==> config.mk <==
export PLATFORM = sky130hd
export DESIGN_NAME = encap_tunnel_lookup
export DESIGN_NICKNAME = d
export VERILOG_FILES = /design/src/rtl/encap_tunnel_defs_pkg.sv /design/src/rtl/encap_tunnel_lookup_bucket_match.sv /design/src/rtl/encap_tunnel_lookup.sv
export SDC_FILE = /design/constraint.sdc
export NUM_CORES = 2
export LEC_CHECK = 0
export CAP_MARGIN = 10
export CORE_AREA = 2 2 425 427
export DETAILED_ROUTE_END_ITERATION = 8
export DIE_AREA = 0 0 427 429
export PLACE_DENSITY = 0.46
export SLEW_MARGIN = 15
export SYNTH_ARGS = -nofsm -noshare
export SYNTH_HDL_FRONTEND = slang
export SYNTH_SLANG_ARGS = --single-unit
==> constraint.sdc <==
create_clock -name clk -period 5.47 [get_ports clk]
set_input_delay 1.641 -clock clk [delete_from_list [all_inputs] [get_ports clk]]
set_output_delay 1.641 -clock clk [all_outputs]
set_load 0.05 [all_outputs]
==> src/rtl/encap_tunnel_defs_pkg.sv <==
// Shared encap tunnel table definitions: entry layout {valid, tag, ptr}, lookup FSM
// states, and the saturating counter helper.
package encap_tunnel_defs_pkg;

  localparam int DEPTH_NBITS_DEF       = 10;
  localparam int ENTRIES_DEF           = 4;
  localparam int TAG_NBITS_DEF         = 20;
  localparam int VALUE_DEPTH_NBITS_DEF = 10;
  localparam int VALUE_NBITS_DEF       = 352;

  localparam int ENTRY_NBITS     = 1 + TAG_NBITS_DEF + VALUE_DEPTH_NBITS_DEF;
  localparam int ENTRY_PTR_LSB   = 0;
  localparam int ENTRY_TAG_LSB   = VALUE_DEPTH_NBITS_DEF;
  localparam int ENTRY_VALID_BIT = VALUE_DEPTH_NBITS_DEF + TAG_NBITS_DEF;

  typedef struct packed {
    logic                             valid;
    logic [TAG_NBITS_DEF-1:0]         tag;
    logic [VALUE_DEPTH_NBITS_DEF-1:0] ptr;
  } tunnel_entry_t;

  typedef enum logic [2:0] {
    IDLE     = 3'd0,
    HT_WAIT  = 3'd1,
    CMP      = 3'd2,
    VAL_WAIT = 3'd3,
    RESP     = 3'd4
  } lookup_state_e;

  function automatic logic [31:0] sat_inc32(input logic [31:0] v);
    return (v == 32'hFFFF_FFFF) ? v : v + 32'd1;
  endfunction

endpackage

==> src/rtl/encap_tunnel_lookup_bucket_match.sv <==
// Combinational tag match across two hash buckets. Bank0 beats bank1, and the lowest
// entry index wins within a bank.
module encap_tunnel_bucket_match
  import encap_tunnel_defs_pkg::*;
#(
  parameter int ENTRIES           = ENTRIES_DEF,
  parameter int TAG_NBITS         = TAG_NBITS_DEF,
  parameter int VALUE_DEPTH_NBITS = VALUE_DEPTH_NBITS_DEF,
  parameter int PTR_LSB           = ENTRY_PTR_LSB,
  parameter int TAG_LSB           = ENTRY_TAG_LSB,
  parameter int VALID_BIT         = ENTRY_VALID_BIT,
  parameter int ENT_NBITS         = 1 + TAG_NBITS + VALUE_DEPTH_NBITS,
  parameter int IDX_NBITS         = $clog2(ENTRIES)
) (
  input  logic [ENTRIES*ENT_NBITS-1:0] bucket0,
  input  logic [ENTRIES*ENT_NBITS-1:0] bucket1,
  input  logic [TAG_NBITS-1:0]         tag,
  output logic                         hit,
  output logic                         bank,
  output logic [IDX_NBITS-1:0]         entry,
  output logic [VALUE_DEPTH_NBITS-1:0] ptr,
  output logic                         multi_hit
);

  logic [ENT_NBITS-1:0] cur;

  // Scan from lowest priority to highest so the last match seen is the winner;
  // any match after the first one flags a multi-hit.
  always_comb begin
    hit       = 1'b0;
    bank      = 1'b0;
    entry     = '0;
    ptr       = '0;
    multi_hit = 1'b0;
    cur       = '0;
    for (int b = 1; b >= 0; b--) begin
      for (int i = ENTRIES - 1; i >= 0; i--) begin
        if (b == 0) begin
          cur = bucket0[i*ENT_NBITS +: ENT_NBITS];
        end else begin
          cur = bucket1[i*ENT_NBITS +: ENT_NBITS];
        end
        if (cur[VALID_BIT] && (cur[TAG_LSB +: TAG_NBITS] == tag)) begin
          if (hit) begin
            multi_hit = 1'b1;
          end else begin
            multi_hit = multi_hit;
          end
          hit   = 1'b1;
          bank  = b[0];
          entry = i[IDX_NBITS-1:0];
          ptr   = cur[PTR_LSB +: VALUE_DEPTH_NBITS];
        end else begin
          hit = hit;
        end
      end
    end
  end

endmodule

==> src/rtl/encap_tunnel_lookup.sv <==
// Encap tunnel lookup requester: reads both hash banks, matches the tag, fetches the
// value record on a hit and returns the result with saturating hit/miss counters.
`ifndef RESET_SIG
`define RESET_SIG rst
`endif
module encap_tunnel_lookup
  import encap_tunnel_defs_pkg::*;
#(
  parameter int DEPTH_NBITS       = DEPTH_NBITS_DEF,
  parameter int ENTRIES           = ENTRIES_DEF,
  parameter int TAG_NBITS         = TAG_NBITS_DEF,
  parameter int VALUE_DEPTH_NBITS = VALUE_DEPTH_NBITS_DEF,
  parameter int VALUE_NBITS       = VALUE_NBITS_DEF
) (
  input  logic                                                   clk,
  input  logic                                                   `RESET_SIG,
  input  logic                                                   req_valid,
  output logic                                                   req_ready,
  input  logic [TAG_NBITS-1:0]                                   req_tag,
  input  logic [DEPTH_NBITS-1:0]                                 req_idx0,
  input  logic [DEPTH_NBITS-1:0]                                 req_idx1,
  output logic                                                   tunnel_hash_table0_rd,
  output logic [DEPTH_NBITS-1:0]                                 tunnel_hash_table0_raddr,
  input  logic                                                   tunnel_hash_table0_ack,
  input  logic [ENTRIES*(1+TAG_NBITS+VALUE_DEPTH_NBITS)-1:0]     tunnel_hash_table0_rdata,
  output logic                                                   tunnel_hash_table1_rd,
  output logic [DEPTH_NBITS-1:0]                                 tunnel_hash_table1_raddr,
  input  logic                                                   tunnel_hash_table1_ack,
  input  logic [ENTRIES*(1+TAG_NBITS+VALUE_DEPTH_NBITS)-1:0]     tunnel_hash_table1_rdata,
  output logic                                                   tunnel_value_rd,
  output logic [VALUE_DEPTH_NBITS-1:0]                           tunnel_value_raddr,
  input  logic                                                   tunnel_value_ack,
  input  logic [VALUE_NBITS-1:0]                                 tunnel_value_rdata,
  output logic                                                   rsp_valid,
  input  logic                                                   rsp_ready,
  output logic                                                   rsp_hit,
  output logic                                                   rsp_bank,
  output logic [$clog2(ENTRIES)-1:0]                             rsp_entry,
  output logic                                                   rsp_multi_hit,
  output logic [VALUE_NBITS-1:0]                                 rsp_value,
  output logic [31:0]                                            hit_cnt,
  output logic [31:0]                                            miss_cnt
);

  localparam int ENT_NBITS    = 1 + TAG_NBITS + VALUE_DEPTH_NBITS;
  localparam int BUCKET_NBITS = ENTRIES * ENT_NBITS;
  localparam int IDX_NBITS    = $clog2(ENTRIES);

  lookup_state_e               state;
  logic [TAG_NBITS-1:0]        tag_q;
  logic [BUCKET_NBITS-1:0]     bucket0_q;
  logic [BUCKET_NBITS-1:0]     bucket1_q;
  logic                        done0;
  logic                        done1;
  logic                        done0_next;
  logic                        done1_next;
  logic                        m_hit;
  logic                        m_bank;
  logic [IDX_NBITS-1:0]        m_entry;
  logic [VALUE_DEPTH_NBITS-1:0] m_ptr;
  logic                        m_multi;

  assign done0_next = done0 | tunnel_hash_table0_ack;
  assign done1_next = done1 | tunnel_hash_table1_ack;

  encap_tunnel_bucket_match #(
    .ENTRIES          (ENTRIES),
    .TAG_NBITS        (TAG_NBITS),
    .VALUE_DEPTH_NBITS(VALUE_DEPTH_NBITS),
    .PTR_LSB          (0),
    .TAG_LSB          (VALUE_DEPTH_NBITS),
    .VALID_BIT        (VALUE_DEPTH_NBITS + TAG_NBITS)
  ) u_match (
    .bucket0  (bucket0_q),
    .bucket1  (bucket1_q),
    .tag      (tag_q),
    .hit      (m_hit),
    .bank     (m_bank),
    .entry    (m_entry),
    .ptr      (m_ptr),
    .multi_hit(m_multi)
  );

  // Lookup FSM; every output is a register. Acks outside their wait state fall through.
  always_ff @(posedge clk) begin
    if (`RESET_SIG) begin
      state                    <= IDLE;
      req_ready                <= 1'b0;
      tag_q                    <= '0;
      bucket0_q                <= '0;
      bucket1_q                <= '0;
      done0                    <= 1'b0;
      done1                    <= 1'b0;
      tunnel_hash_table0_rd    <= 1'b0;
      tunnel_hash_table1_rd    <= 1'b0;
      tunnel_hash_table0_raddr <= '0;
      tunnel_hash_table1_raddr <= '0;
      tunnel_value_rd          <= 1'b0;
      tunnel_value_raddr       <= '0;
      rsp_valid                <= 1'b0;
      rsp_hit                  <= 1'b0;
      rsp_bank                 <= 1'b0;
      rsp_entry                <= '0;
      rsp_multi_hit            <= 1'b0;
      rsp_value                <= '0;
      hit_cnt                  <= 32'd0;
      miss_cnt                 <= 32'd0;
    end else begin
      tunnel_hash_table0_rd <= 1'b0;
      tunnel_hash_table1_rd <= 1'b0;
      tunnel_value_rd       <= 1'b0;
      case (state)
        IDLE: begin
          if (req_valid && req_ready) begin
            tag_q                    <= req_tag;
            tunnel_hash_table0_raddr <= req_idx0;
            tunnel_hash_table1_raddr <= req_idx1;
            tunnel_hash_table0_rd    <= 1'b1;
            tunnel_hash_table1_rd    <= 1'b1;
            done0                    <= 1'b0;
            done1                    <= 1'b0;
            req_ready                <= 1'b0;
            state                    <= HT_WAIT;
          end else begin
            req_ready <= 1'b1;
          end
        end
        HT_WAIT: begin
          if (tunnel_hash_table0_ack && !done0) begin
            bucket0_q <= tunnel_hash_table0_rdata;
            done0     <= 1'b1;
          end
          if (tunnel_hash_table1_ack && !done1) begin
            bucket1_q <= tunnel_hash_table1_rdata;
            done1     <= 1'b1;
          end
          if (done0_next && done1_next) begin
            state <= CMP;
          end
        end
        CMP: begin
          rsp_hit       <= m_hit;
          rsp_bank      <= m_bank;
          rsp_entry     <= m_entry;
          rsp_multi_hit <= m_multi;
          if (m_hit) begin
            tunnel_value_rd    <= 1'b1;
            tunnel_value_raddr <= m_ptr;
            state              <= VAL_WAIT;
          end else begin
            rsp_value <= '0;
            rsp_valid <= 1'b1;
            state     <= RESP;
          end
        end
        VAL_WAIT: begin
          if (tunnel_value_ack) begin
            rsp_value <= tunnel_value_rdata;
            rsp_valid <= 1'b1;
            state     <= RESP;
          end
        end
        RESP: begin
          if (rsp_ready) begin
            rsp_valid <= 1'b0;
            req_ready <= 1'b1;
            state     <= IDLE;
            if (rsp_hit) begin
              hit_cnt <= sat_inc32(hit_cnt);
            end else begin
              miss_cnt <= sat_inc32(miss_cnt);
            end
          end
        end
        default: begin
          state     <= IDLE;
          req_ready <= 1'b0;
          rsp_valid <= 1'b0;
        end
      endcase
    end
  end

endmodule
==> metrics.md <==
| Metric | Value |
|---|---|
| Clock Path Buffers | `3` |
| Total track usage | `18.6%` |
| Max-Cap Viols | `0` |
| DRC Markers | `0` |
| Fillers | `roughly 19,000` |
| Largest family of logic cells by synthesized area | `compound AO/OA/AOI/OAI gates` |
| Pre-CTS setup slack | `965 ps` |
| HPWL Detailed | `~140,000 µm` |
| Routability cong. | `around 0.93` |
| Final period util | `74.9%` |
| Layout cells sized above 1 | `5.49%` |
| Mapped Nets | `roughly 3,500` |
| Most frequent cells in the layout | `clkdlybuf4s50_1, dfxtp_1, nand2_1` |
| Syn_area_per_cell | `9.46 µm²` |
| CTS buffer count | `just under 100` |
| Remaining Overflow, GRT | `0` |
| Post-CTS Hold Fix Bufs | `0` |
| Max IR drop VDD | `0.204 mV` |
| Detailed-route wire length | `178,000 µm` |
| Finished Layout Cells | `approximately 6,300` |
| Post-layout min period | `just over 4000 ps` |
| Pin count of the biggest net entering global routing | `170` |
| Number of top-level pins | `1,103` |
| Top_reg_cell synth | `dfxtp_1` |
| Core Rows | `155` |
| Post-synthesis mux area share | `less than 1%` |
| Final Total Pwr | `14.0 mW` |
| Critical path data arrival time | `4740 ps` |
| Final core utilization | `24.6%` |
| Final Hold Viols | `0` |
| Post-CTS setup buffers | `0` |
| Nets | `4,545` |
| EDFF count, synth | `0` |
| Starting Density | `between 15 and 20%` |
| Iter 0 DRT Violations | `around 2,200` |
| Synth top area cells | `dfxtp_1, a22o_1, nand2_1` |
| Hold WS | `roughly 450 ps` |
| CTS Root Cell | `clkbuf_16` |
| CP Max Fanout | `37` |
| Post-synthesis xor/xnor area fraction | `between 6 and 7%` |
| Final setup viols | `0` |
| PortBufs | `1,102` |
| CTS clk-pin slew, worst paths | `60 ps` |
| Cell variety after synth | `61` |
| Required @ worst endpoint | `slightly above 6000 ps` |
| CTS tree | `built` |
| Status | `finished, final reports clean` |
| First-pass GRT wire length | `~230,000 µm` |
| CP startpoint kind | `register` |
| Leak | `15.4 nW` |
| Final instance area | `43,700 µm²` |
| Crit Path Category | `register to register` |
| Skew-Pair Late Insertion Delay | `730 ps` |
| Die Height | `429 µm` |
| PwrDens | `321 nW/µm²` |
| Core Area | `~180,000 µm²` |
| Sum of negative setup slack | `0 ps` |
| Vias | `26,500` |
| Vias in the first global route | `25,400` |
| Pre-Repair DR Iteration Count | `5` |
| Worst Tran Pin Value | `1190 ps` |
| Synth Area in Adders | `less than 1%` |
| Synthesized flop and latch total | `728` |
| PostCTS Resize Cnt | `0` |
| Async set or reset register ratio after synthesis | `0%` |
| Class of the worst hold path | `register to register` |
| Clock Skew | `between 30 and 40 ps` |
| Commonest non-fill, non-tap cell in the layout | `clkdlybuf4s50_1` |
| Antenna violations before repair | `84` |
| Setup ws final | `1370 ps` |
| Cell Area, Synth | `27,100 µm²` |
| Die footprint | `183,000 µm²` |
| Cells after Synth | `2,866` |
| Max Freq | `0.244 GHz` |
| Antenna violation net count after detailed routing | `0` |
| Placed cells | `6,152` |
| Compound-Gate Fraction of Synth Area | `19.5%` |
| RSZ-0062 raised after global routing | `no` |
| CP Capture Type | `register` |
| Vias per inst | `4.17` |
| Area growth syn-to-layout | `61.3%` |
| Sequential cell area fraction in the yosys report | `a little over half` |
| Width of the chip | `427 µm` |
| Wire per inst | `28.0 µm` |
| Clk sinks | `approximately 730` |
| Placement Cell Area | `between 40,000 and 50,000 µm²` |
| Max-slew headroom | `20.6%` |
| # H-tree levels | `3` |
| Share of the synthesized area in the top cell type | `53.8%` |
| Final slew viol count | `0` |
| Post-Synth Simple-Gate Area | `14.8%` |
| Yosys warns | `0` |
| Yosys top cell by area | `dfxtp_1` |
-- Yosys cell counts, types with 3 or more instances --
cell type,count
and3_1,25
nand4_1,36
buf_8,20
a311o_1,4
a211o_1,6
o211ai_1,11
nor4_1,18
o21ai_0,16
nand2_1,636
dfxtp_1,728
a211oi_1,7
a31oi_1,7
a21oi_1,315
or3_1,18
buf_6,12
nor4_2,4
a2111oi_0,5
a22o_1,352
buf_2,9
nand3_1,32
nor2_1,103
and2_1,11
o311a_1,5
buf_1,7
o22ai_1,5
xnor2_1,117
xor2_1,97
or2_2,3
nand2b_1,3
buf_4,20
inv_1,20
clkbuf_1,151
nor3_1,19
and4_1,9
-- registers in the layout, indices dropped and copies added (netlist names) --
name	flops
rsp_value	352
bucket0_q	124
bucket1_q	124
hit_cnt	32
miss_cnt	32
tag_q	20
tunnel_hash_table0_raddr	10
tunnel_hash_table1_raddr	10
tunnel_value_raddr	10
state	3
rsp_entry	2
done0	1
done1	1
req_ready	1
rsp_bank	1
rsp_hit	1
rsp_multi_hit	1
rsp_valid	1
tunnel_hash_table1_rd	1
tunnel_value_rd	1
-- cell type report --
class / count / area [µm²] / share of cell area, %
Timing Repair Buffer: 1150 / 11500 / 26.3
Tap cell: 2355 / 2950 / 6.74
Multi-Input combinational cell: 1899 / 11300 / 25.8
Antenna cell: 23 / 57.6 / 0.132
Clock buffer: 144 / 2840 / 6.49
Inverter: 20 / 75.1 / 0.172
Clock inverter: 27 / 432 / 0.987
Sequential cell: 728 / 14600 / 33.3
-- layer usage --
layer	track usage (%)	up-vias	share of wire, %
met1	24.9	13100	44
met2	28.3	991	44
li1	-	12100	-
met4	6.34	44	3.2
met3	5.55	252	8.4
met5	0	-	0.15
-- kinds of logic after synthesis --
kind of cell    Yosys count
mux                       2
compound gates          749
buf+inv                 239
fa+ha+maj                 4
simple gates            930
xor+xnor                214
flops                   728
-- where the power goes --
group | total, mW | leakage (nW) | internal, mW | switching, mW
registers | 5.64 | 5.87 | 5.47 | 0.170
clock network | 6.64 | 1.58 | 4.00 | 2.65
logic | 1.75 | 7.95 | 0.777 | 0.969
-- critical path: stages (launching register included) --
cell	delay, ps
dfxtp_1	840
buf_4	290
xnor2_1	120
nand4_1	150
nor4_4	470
nand2_1	420
nand4_2	350
o41ai_2	130
a21oi_4	260
buf_12	240
buf_4	440
a22o_1	210
-- final timing paths --
check                           slack (ps)                       start                     endpoint  depth (start not counted)
worst min-delay path                   450  bucket1_q[92]$_SDFFE_PP0P_   bucket1_q[92]$_SDFFE_PP0P_                          2
worst max register to register        1370       tag_q[0]$_SDFFE_PP0P_  rsp_value[115]$_SDFFE_PP0P_                         11
worst max-delay path                  1370       tag_q[0]$_SDFFE_PP0P_  rsp_value[115]$_SDFFE_PP0P_                         11
worst min register to register         450  bucket1_q[92]$_SDFFE_PP0P_   bucket1_q[92]$_SDFFE_PP0P_                          2
No activity file was read; power rests on OpenSTA's default activity.
